===== src/rtl/delay_combine_pipe.sv =====
// Configurable two-operand delay/combine pipeline: IN_DEPTH input stages per operand,
// a per-sample bitwise operator, OUT_DEPTH output stages, stall/flush and a saturating sample counter.
module delay_combine_pipe #(
    parameter int WIDTH     = 4,
    parameter int IN_DEPTH  = 3,
    parameter int OUT_DEPTH = 3
) (
    input  logic             clk,
    input  logic             reset,
    input  logic             en,
    input  logic             flush,
    input  logic             in_valid,
    input  logic [WIDTH-1:0] in1,
    input  logic [WIDTH-1:0] in2,
    input  logic [1:0]       mode,
    output logic [WIDTH-1:0] out,
    output logic             out_valid,
    output logic             busy,
    output logic [15:0]      out_count
);

    logic [IN_DEPTH-1:0]  r_in_vld;
    logic [WIDTH-1:0]     r_a    [IN_DEPTH];
    logic [WIDTH-1:0]     r_b    [IN_DEPTH];
    logic [1:0]           r_mode [IN_DEPTH];
    logic [OUT_DEPTH-1:0] r_out_vld;
    logic [WIDTH-1:0]     r_out_data [OUT_DEPTH];
    logic [15:0]          r_out_count;

    logic [WIDTH-1:0]     w_comb;
    logic [OUT_DEPTH:0]   w_vld_chain;
    logic                 w_final_in_vld;

    function automatic logic [WIDTH-1:0] combine(input logic [WIDTH-1:0] a,
                                                 input logic [WIDTH-1:0] b,
                                                 input logic [1:0]       m);
        case (m)
            2'd0:    return a & b;
            2'd1:    return ~a & b;
            2'd2:    return a | b;
            default: return a ^ b;
        endcase
    endfunction

    function automatic logic [15:0] sat_inc(input logic [15:0] v);
        return (v == 16'hFFFF) ? v : v + 16'd1;
    endfunction

    // Combine sits between the last input stage and the first output stage.
    assign w_comb = combine(r_a[IN_DEPTH-1], r_b[IN_DEPTH-1], r_mode[IN_DEPTH-1]);

    // Bit j is the valid entering output stage j; bit 0 comes from the input branch.
    assign w_vld_chain    = {r_out_vld, r_in_vld[IN_DEPTH-1]};
    assign w_final_in_vld = w_vld_chain[OUT_DEPTH-1];

    always_ff @(posedge clk) begin
        if (!reset || flush) begin
            r_in_vld  <= '0;
            r_out_vld <= '0;
            for (int i = 0; i < IN_DEPTH; i++) begin
                r_a[i]    <= '0;
                r_b[i]    <= '0;
                r_mode[i] <= '0;
            end
            for (int j = 0; j < OUT_DEPTH; j++) begin
                r_out_data[j] <= '0;
            end
            if (!reset) begin
                r_out_count <= '0;
            end
        end else if (en) begin
            // Input branch: stage 0 captures the sample, bubbles load zero.
            r_in_vld[0] <= in_valid;
            r_a[0]      <= in_valid ? in1  : '0;
            r_b[0]      <= in_valid ? in2  : '0;
            r_mode[0]   <= in_valid ? mode : '0;
            for (int i = 1; i < IN_DEPTH; i++) begin
                r_in_vld[i] <= r_in_vld[i-1];
                r_a[i]      <= r_in_vld[i-1] ? r_a[i-1]    : '0;
                r_b[i]      <= r_in_vld[i-1] ? r_b[i-1]    : '0;
                r_mode[i]   <= r_in_vld[i-1] ? r_mode[i-1] : '0;
            end
            // Output branch.
            r_out_vld[0]  <= r_in_vld[IN_DEPTH-1];
            r_out_data[0] <= r_in_vld[IN_DEPTH-1] ? w_comb : '0;
            for (int j = 1; j < OUT_DEPTH; j++) begin
                r_out_vld[j]  <= r_out_vld[j-1];
                r_out_data[j] <= r_out_vld[j-1] ? r_out_data[j-1] : '0;
            end
            if (w_final_in_vld) begin
                r_out_count <= sat_inc(r_out_count);
            end
        end
    end

    assign out       = r_out_data[OUT_DEPTH-1];
    assign out_valid = r_out_vld[OUT_DEPTH-1];
    assign busy      = (|r_in_vld) | (|r_out_vld);
    assign out_count = r_out_count;

endmodule


===== config.mk =====
export PLATFORM = sky130hd
export DESIGN_NAME = delay_combine_pipe
export DESIGN_NICKNAME = d
export VERILOG_FILES = /design/src/rtl/delay_combine_pipe.sv
export SDC_FILE = /design/constraint.sdc
export NUM_CORES = 1
export LEC_CHECK = 0
export CAP_MARGIN = 20
export CORE_AREA = 2 2 80 82
export DETAILED_ROUTE_END_ITERATION = 8
export DIE_AREA = 0 0 82 84
export PLACE_DENSITY = 0.71
export SETUP_SLACK_MARGIN = 0.1
export SLEW_MARGIN = 15
export SYNTH_ARGS = -nofsm -noshare
export SYNTH_HDL_FRONTEND = slang
export SYNTH_SLANG_ARGS = --single-unit

===== constraint.sdc =====
create_clock -name clk -period 7.3 [get_ports clk]
set_input_delay 1.46 -clock clk [delete_from_list [all_inputs] [get_ports clk]]
set_output_delay 1.46 -clock clk [all_outputs]
set_load 0.01 [all_outputs]

==> results of run 1 <==
==> worst paths after layout <==
check | slack (ns) | start | cells after the start | to
max | 4.10 | reset | 5 | out_count[1]
min | 0.48 | r_out_vld[2] | 2 | r_out_vld[2]
min reg2reg | 0.48 | r_out_vld[2] | 2 | r_out_vld[2]
max reg2reg | 5.19 | out_count[3] | 4 | out_count[1]
==> cells in the mapped netlist (all sizes together) <==
cell type  instances
nor2               9
o31ai              4
edfxtp            58
or4                4
o21ai              7
and3               9
inv               11
a21oi             10
and2              40
nand2             14
o21a               2
nand3              7
a22o               1
xor2               1
clkbuf             4
nor3b              1
nand2b             5
nand4              3
dfxtp              6
ha                 5
or3                6
buf                7
a21o               3
nor3               1
xnor2              6
and2b              1
nor4               6
mux2i              4
==> cells by family (layout without fill, tap and decap cells) <==
kind of cell / after synthesis / in the layout
multiplexers: 4 / 4
flip-flops: 64 / 64
AND/OR/NAND/NOR: 106 / 106
AO/OA/AOI/OAI: 27 / 27
XOR/XNOR: 7 / 7
adder cells (fa/ha/maj): 5 / 5
buffers and inverters: 22 / 65
==> power by group through the flow <==
stage / Sequential (mW) / Clock (mW) / Combinational (mW)
after floorplan: 0.430 / 0 / 0.0205
after CTS: 0.423 / 0.341 / 0.0451
after detailed placement: 0.431 / 0 / 0.0450
after global routing: 0.425 / 0.354 / 0.0495
final: 0.423 / 0.332 / 0.0445
after global placement: 0.430 / 0 / 0.0438
==> through the flow <==
stage	std cells	power [mW]	hold WS [ns]	cell area, µm²	util [%]
2_1_floorplan	235	0.451	0.442	2910	-
3_3_place_gp	339	0.474	0.462	3320	54.5
3_5_place_dp	339	0.476	0.471	3320	54.5
4_1_cts	355	0.809	0.487	3540	58.1
5_1_grt	355	0.828	0.505	3540	58.1
6_report	355	0.800	0.482	3540	58.1
==> routing by layer <==
layer | global-route usage, % | part of all wire (%) | vias to the layer above
met4 | 8.64 | 2.7 | 0
met1 | 19.8 | 46 | 889
li1 | - | - | 918
met2 | 23.7 | 48 | 36
met3 | 4.44 | 4.1 | 11
met5 | 0 | 0 | -
==> critical path: stages <==
cell and delay [ns]:
clkdlybuf4s50_1 0.51, and2b_1 0.42, nand3_1 0.16, o21ai_1 0.38
buf_4 0.29
==> area by class of cell <==
type / count / area, µm²
Clock buffer: 11 / 141
Clock inverter: 5 / 80.1
Fill cell: 516 / 2550
Inverter: 11 / 41.3
Multi-Input combinational cell: 149 / 948
Sequential cell: 64 / 1860
Tap cell: 77 / 96.3
Timing Repair Buffer: 38 / 375
==> sequential cells by signal, summed over array words and instances, names as in the netlist <==
register and count:
r_in_vld 3, r_mode 6, r_out_vld 3, r_b 12, out_count 16, r_out_data 12
r_a 12
==> impl_metrics.ini, run 1 <==
[pwr]
clockPowerShare_pct = 41.6
cellInternalPower_mw = 0.637
peakVddDrop_uv = 133
powerDensity_nw_per_um2 = 226
pwr-share-comb_pct = 5.6
swShare_pct = 20.3
seqPwrFrac_pct = 52.9
power_switching_mw = 0.162
cellLeakagePower_nw = 1.33

[layout]
final_common_cell = edfxtp_1
areaGrowthSynthToFinish_pct = 21.7
nets = 293
most-common-layout-cells = edfxtp_1 (58), and2_1 (36), clkdlybuf4s50_1 (36)
layout-drive-gt1-share_pct = 6.83
antenna_cells_inserted = 0

[logic_synthesis]
synth_mux_area_share_pct = 1.38
yosys.area.top_type = edfxtp_1
syn_inst = 235
synth_xor_area_share_pct = 2.11
synth_top_area_share_pct = 59.8
seq_area_frac_synth_pct = 63.9
synth_top_family_by_area = simple AND/OR/NAND/NOR gates
synth_area_leaders = edfxtp_1 (60%), and2_1 (7.7%), dfxtp_1 (4.1%)
ys_ff_latch = 64
syn_area_um2 = 2910
synth_nets = 255
synthSimpleGateAreaFrac_pct = 21.4
synth-compound-area-share_pct = 5.54
ys_warn_count = 0
syn_area_per_cell_um2 = 12.4
synth-adder-area-share_pct = 2.15
synth_cell_type_count = 32

[grt]
grt_usage_pct = 15.6
grt_overflow = 0
grt_pass1_wl_um = 7940
grt_pass1_vias = 1747
antenna_found_initial = 0
grt_max_degree = 43

[placement]
gp_congestion = 0.763
io_buffers = 36
dp_slack_ns = 3.73
dpl.hpwl_um = 3250

[worst_setup_path]
end_kind = register
crit_fanout = 17
crit_path_start_kind = input pin
criticalPathCategory = in -> reg
arrival_ns = 3.23
cp.required_ns = 7.33

[detailed_routing]
vias = 1854
first_iter_violations = 94
wl_per_cell_um = 13.2
wl_um = 4680
drc = 0
antenna_left = 0
post_drt_via_cell_ratio = 5.22
dr.pass1.iters = 6

[sta]
skew_ns = 0.00666
rsz0062_at_grt = no
hold_violations = 0
tightest_slew_ns = 0.770
slew_violations = 0
period_share_pct = 43.8
setup_slack_ns = 4.10
period_needed_ns = 3.20
max_freq_mhz = 312
finalSetupViolCount = 0
setup-tns-final_ns = 0
relSlewSlack_pct = 48.5

[clock_network]
clkSinkCount = 64
post_cts_buffers = 0
cts_tree = built
root_buffer = clkbuf_8
cts.clk_slew.worst_paths_ns = 0.06
cts_buffer_depth = 2
cts_hold_buf = 0
clock_latency_ns = 0.34
cts.repair.resized = 0
h-tree-depth = 3
cts_buffers = 9

[floorplan]
die_area_um2 = 6890
core_um2 = 6100
io_pins = 37
die_w_um = 82
rows = 29
die_h_um = 84
start_util_pct = 47.8

[flow_run]
max-cap-violations = 0

[run_status]
status = complete, no violations

[hold_path]
hold_class = reg -> reg
Note: power is estimated with default switching activity, not from simulation.
==> run 2: changes to the inputs <==
- clock period: 7.3 -> 3.3 ns (I/O delays scaled with it)
==> run 2 against run 1 <==
Combinational power increased by 120%. Critical endpoint is now busy. Sequential cell count unchanged. Power grew 120%. Worst setup slack got worse by 3.0 ns. Via count fell by 2.2%.
==> impl_metrics.ini, run 2 (synthesis gave the netlist of run 1 again) <==
[worst_setup_path]
critPathMaxStageDelay_ns = 0.48
arrival_ns = 1.50
slowest_stage = clkdlybuf4s50_1
crit_path_start_kind = register
crit_fanout = 3
cp.required_ns = 2.64
worstPathCellList = nor4_1 > nand2_1 > clkdlybuf4s50_1
end_kind = output pin
criticalPathCategory = reg -> out

[grt]
antenna_found_initial = 0
grt_max_degree = 43
grt_usage_pct = 15.0
grt_pass1_vias = 1689
grt_pass1_wl_um = 7730
grt_overflow = 0

[floorplan]
die_w_um = 82
core_um2 = 6100
io_pins = 37
die_h_um = 84
rows = 29
start_util_pct = 47.8
die_area_um2 = 6890

[detailed_routing]
antenna_left = 0
drc = 0
wl_um = 4510
first_iter_violations = 101
wl_per_cell_um = 12.6
post_drt_via_cell_ratio = 5.08
dr.pass1.iters = 4
vias = 1814

[sta]
hold_violations = 0
max_freq_mhz = 463
rsz0062_at_grt = no
skew_ns = 0.00569
tightest_slew_ns = 0.578
finalSetupViolCount = 0
period_share_pct = 65.5
period_needed_ns = 2.16
slew_violations = 0
setup-tns-final_ns = 0
relSlewSlack_pct = 61.4

[clock_network]
cts.repair.resized = 0
clkSinkCount = 64
cts_tree = built
cts_hold_buf = 0
cts_buffers = 9
post_cts_buffers = 0
cts.clk_slew.worst_paths_ns = 0.07
root_buffer = clkbuf_8
cts_buffer_depth = 2
clock_latency_ns = 0.33
h-tree-depth = 3

[placement]
gp_congestion = 0.758
dpl.hpwl_um = 3110
io_buffers = 36

[layout]
final_common_cell = edfxtp_1
most-common-layout-cells = edfxtp_1 (58), and2_1 (36), clkdlybuf4s50_1 (36)
antenna_cells_inserted = 0
layout-drive-gt1-share_pct = 7.86
areaGrowthSynthToFinish_pct = 22.2
largest_reg_flops = 16
nets = 295
fillCellCount = 511

[pwr]
cellLeakagePower_nw = 1.34
p_total_mw = 1.76
peakVddDrop_uv = 384
powerDensity_nw_per_um2 = 494

[run_status]
status = complete, no violations

[hold_path]
hold_class = reg -> reg

[flow_run]
max-cap-violations = 0
[run 2: cell count changes in the layout (fill, tap and decap cells not counted)]
cell        before  now
buf_4            2    4
clkbuf_1         1    0
clkbuf_8        10    9
clkinv_4         0    1
clkinvlp_4       2    3
[run 2: area by class of cell]
class | count | area (µm²) | share of cell area (%)
Sequential cell | 64 | 1860 | 52.3
Multi-Input combinational cell | 149 | 948 | 26.7
Timing Repair Buffer | 40 | 390 | 11.0
Clock buffer | 9 | 124 | 3.48
Clock inverter | 7 | 96.3 | 2.71
Tap cell | 77 | 96.3 | 2.71
Inverter | 11 | 41.3 | 1.16
[run 2: power by group]
group          total (mW)  internal (mW)  switching, mW
sequential          0.935          0.912         0.0223
clock               0.724          0.424          0.300
combinational      0.0998         0.0542         0.0456
total                1.76           1.39          0.368
[run 2: critical path, delay by kind of cell, from the launching register on]
kind / cells / cell delay [ns]
buffers and inverters: 1 / 0.48
and+or+nand+nor: 2 / 0.37
DFF: 1 / 0.32
[run 2: layer usage]
metal	vias to the layer above	track usage [%]	share of wire, %
li1	921	-	-
met1	849	18.9	45
met2	35	22.8	48
met3	9	4.98	4.5
met4	0	7.42	1.8
met5	-	0	0
[run 2: through the flow]
step | instance area [µm²] | worst slack, ns | hold WS (ns) | utilization, % | instances
finish | 3560 | 1.14 | 0.487 | 58.4 | 357
global route | 3560 | 0.983 | 0.511 | 58.4 | 357
floorplan | 2910 | 0.475 | 0.442 | - | 235
detailed placement | 3340 | 0.795 | 0.471 | 54.8 | 341
CTS | 3560 | 1.10 | 0.488 | 58.4 | 357
global placement | 3340 | 0.843 | 0.460 | 54.8 | 341
[run 2: path summary, 6_finish.rpt]
kind / start / to / slack (ns) / cells after the start
max: r_in_vld[0] / busy / 1.14 / 3
min: r_in_vld[0] / r_in_vld[0] / 0.49 / 1
min reg2reg: r_in_vld[0] / r_in_vld[0] / 0.49 / 1
max reg2reg: out_count[3] / out_count[13] / 1.41 / 4
==> run 3: changes to the inputs <==
- clock period: 3.3 -> 2.03 ns (I/O delays scaled with it)
==> run 3 against run 2 <==
Largest power group unchanged. Via count grew 4.0%. Global-route usage grew 0.79 points. Hold slack lost 0.018 ns. Sequential cell count is the same. Highest routed layer unchanged. First-iteration DRC count grew 46%. Largest cell class unchanged. Core utilization grew 1.2 points. Register-to-register slack lost 1.0 ns. Design area grew 2.0%.
==> impl_metrics.ini, run 3 (synthesis gave the netlist of run 1 again) <==
[run_status]
status = complete, no violations

[clock_network]
cts_buffers = 9
clkSinkCount = 64
clock_latency_ns = 0.34
post_cts_buffers = 0
cts.clk_slew.worst_paths_ns = 0.07
cts_tree = built
cts_buffer_depth = 2
h-tree-depth = 3
root_buffer = clkbuf_8

[layout]
most-common-layout-cells = edfxtp_1 (58), and2_1 (36), clkdlybuf4s50_1 (35)
fillCellCount = 497
largest_reg_flops = 16
areaGrowthSynthToFinish_pct = 24.7
nets = 299
layout-drive-gt1-share_pct = 10.2
antenna_cells_inserted = 0
final_common_cell = edfxtp_1

[worst_setup_path]
worstRegToRegCells = 4
slowest_stage = clkdlybuf4s50_1
crit_family = buffers and inverters
cp.required_ns = 1.62
crit_fanout = 7
arrival_ns = 1.45
end_kind = output pin
crit_path_start_kind = register
path_buf_inv = 1
rrSetupSlack_ns = 0.40
timing.rr.start = out_count[0]
critPathLaunch = out_count[7]
critPathMaxStageDelay_ns = 0.59
criticalPathCategory = reg -> out
cp.depth = 1
worstPathCellList = clkdlybuf4s50_1
r2r_end = out_count[10]

[sta]
skew_ns = 0.00797
relSlewSlack_pct = 71.5
tightest_slew_ns = 0.428
period_share_pct = 91.4
hold_violations = 0
slew_violations = 0
period_needed_ns = 1.86
setup_slack_ns = 0.175
max_freq_mhz = 539
rsz0062_at_grt = no
setup-tns-final_ns = 0
finalSetupViolCount = 0

[placement]
io_buffers = 36
dpl.hpwl_um = 3260
gp_congestion = 0.786
dp_slack_ns = 0.0469

[pwr]
powerDensity_nw_per_um2 = 806
peakVddDrop_uv = 519
cellLeakagePower_nw = 1.38
p_total_mw = 2.93

[detailed_routing]
wl_um = 4930
post_drt_via_cell_ratio = 5.22
vias = 1886
antenna_left = 0
drc = 0
first_iter_violations = 147
dr.pass1.iters = 4
wl_per_cell_um = 13.7

[hold_path]
hold_class = reg -> reg
hold_path_end = r_out_vld[2]
hold-path-cell-count = 2
hold_path.startpoint = r_out_vld[2]

[grt]
grt_overflow = 0
antenna_found_initial = 0
grt_pass1_vias = 1815
grt_usage_pct = 15.8
grt_pass1_wl_um = 8130
grt_max_degree = 43

[floorplan]
die_h_um = 84
core_um2 = 6100
io_pins = 37
die_w_um = 82
start_util_pct = 47.8
die_area_um2 = 6890
rows = 29

[flow_run]
max-cap-violations = 0
==> run 3: repair_timing <==
item / CTS / global route
hold buffers: 0 / 0
gates resized for setup: 1 / 0
setup endpoints to repair: 1 / 0
==> run 3: tightest hold or removal path: stages (launching register included) <==
cell and delay [ns]:
dfxtp_1 0.33, nand2_1 0.06, nand2_1 0.04
==> run 3: layout make-up <==
cell class | count | area, µm² | area share [%]
tap | 77 | 96.3 | 2.65
clock inverter | 7 | 103 | 2.83
inverter | 11 | 45.0 | 1.24
timing repair buffer | 44 | 444 | 12.2
multi-input combinational | 149 | 957 | 26.4
clock buffer | 9 | 124 | 3.41
sequential | 64 | 1860 | 51.3
==> run 3: power breakdown <==
group	internal (mW)	total, mW	leakage, nW	switching [mW]
registers	1.48	1.52	0.702	0.0357
logic	0.0971	0.177	0.569	0.0801
clock network	0.703	1.23	0.110	0.527
total	2.28	2.93	1.38	0.643
==> run 3: per-stage QoR <==
stage          utilization (%)  hold slack (ns)  cell area (µm²)  instances
5_1_grt                   59.6            0.482             3630        361
3_3_place_gp              55.9            0.463             3410        345
4_1_cts                   59.6            0.473             3630        361
2_1_floorplan                -            0.442             2920        235
6_report                  59.6            0.469             3630        361
3_5_place_dp              55.9            0.459             3410        345
==> run 3: layer usage <==
layer	global-route usage, %	up-vias	routed length [µm]
met5	0	-	0
met4	8.79	0	112
met3	4.00	11	202
met2	24.5	46	2480
met1	19.8	898	2130
li1	-	931	-
==> run 3: worst max path at each step <==
stage,to
6_report,out_count[7]
5_1_grt,out_count[7]
4_1_cts,out_count[7]
3_5_place_dp,out_count[6]
3_3_place_gp,out_count[4]
2_1_floorplan,r_a[0][0]
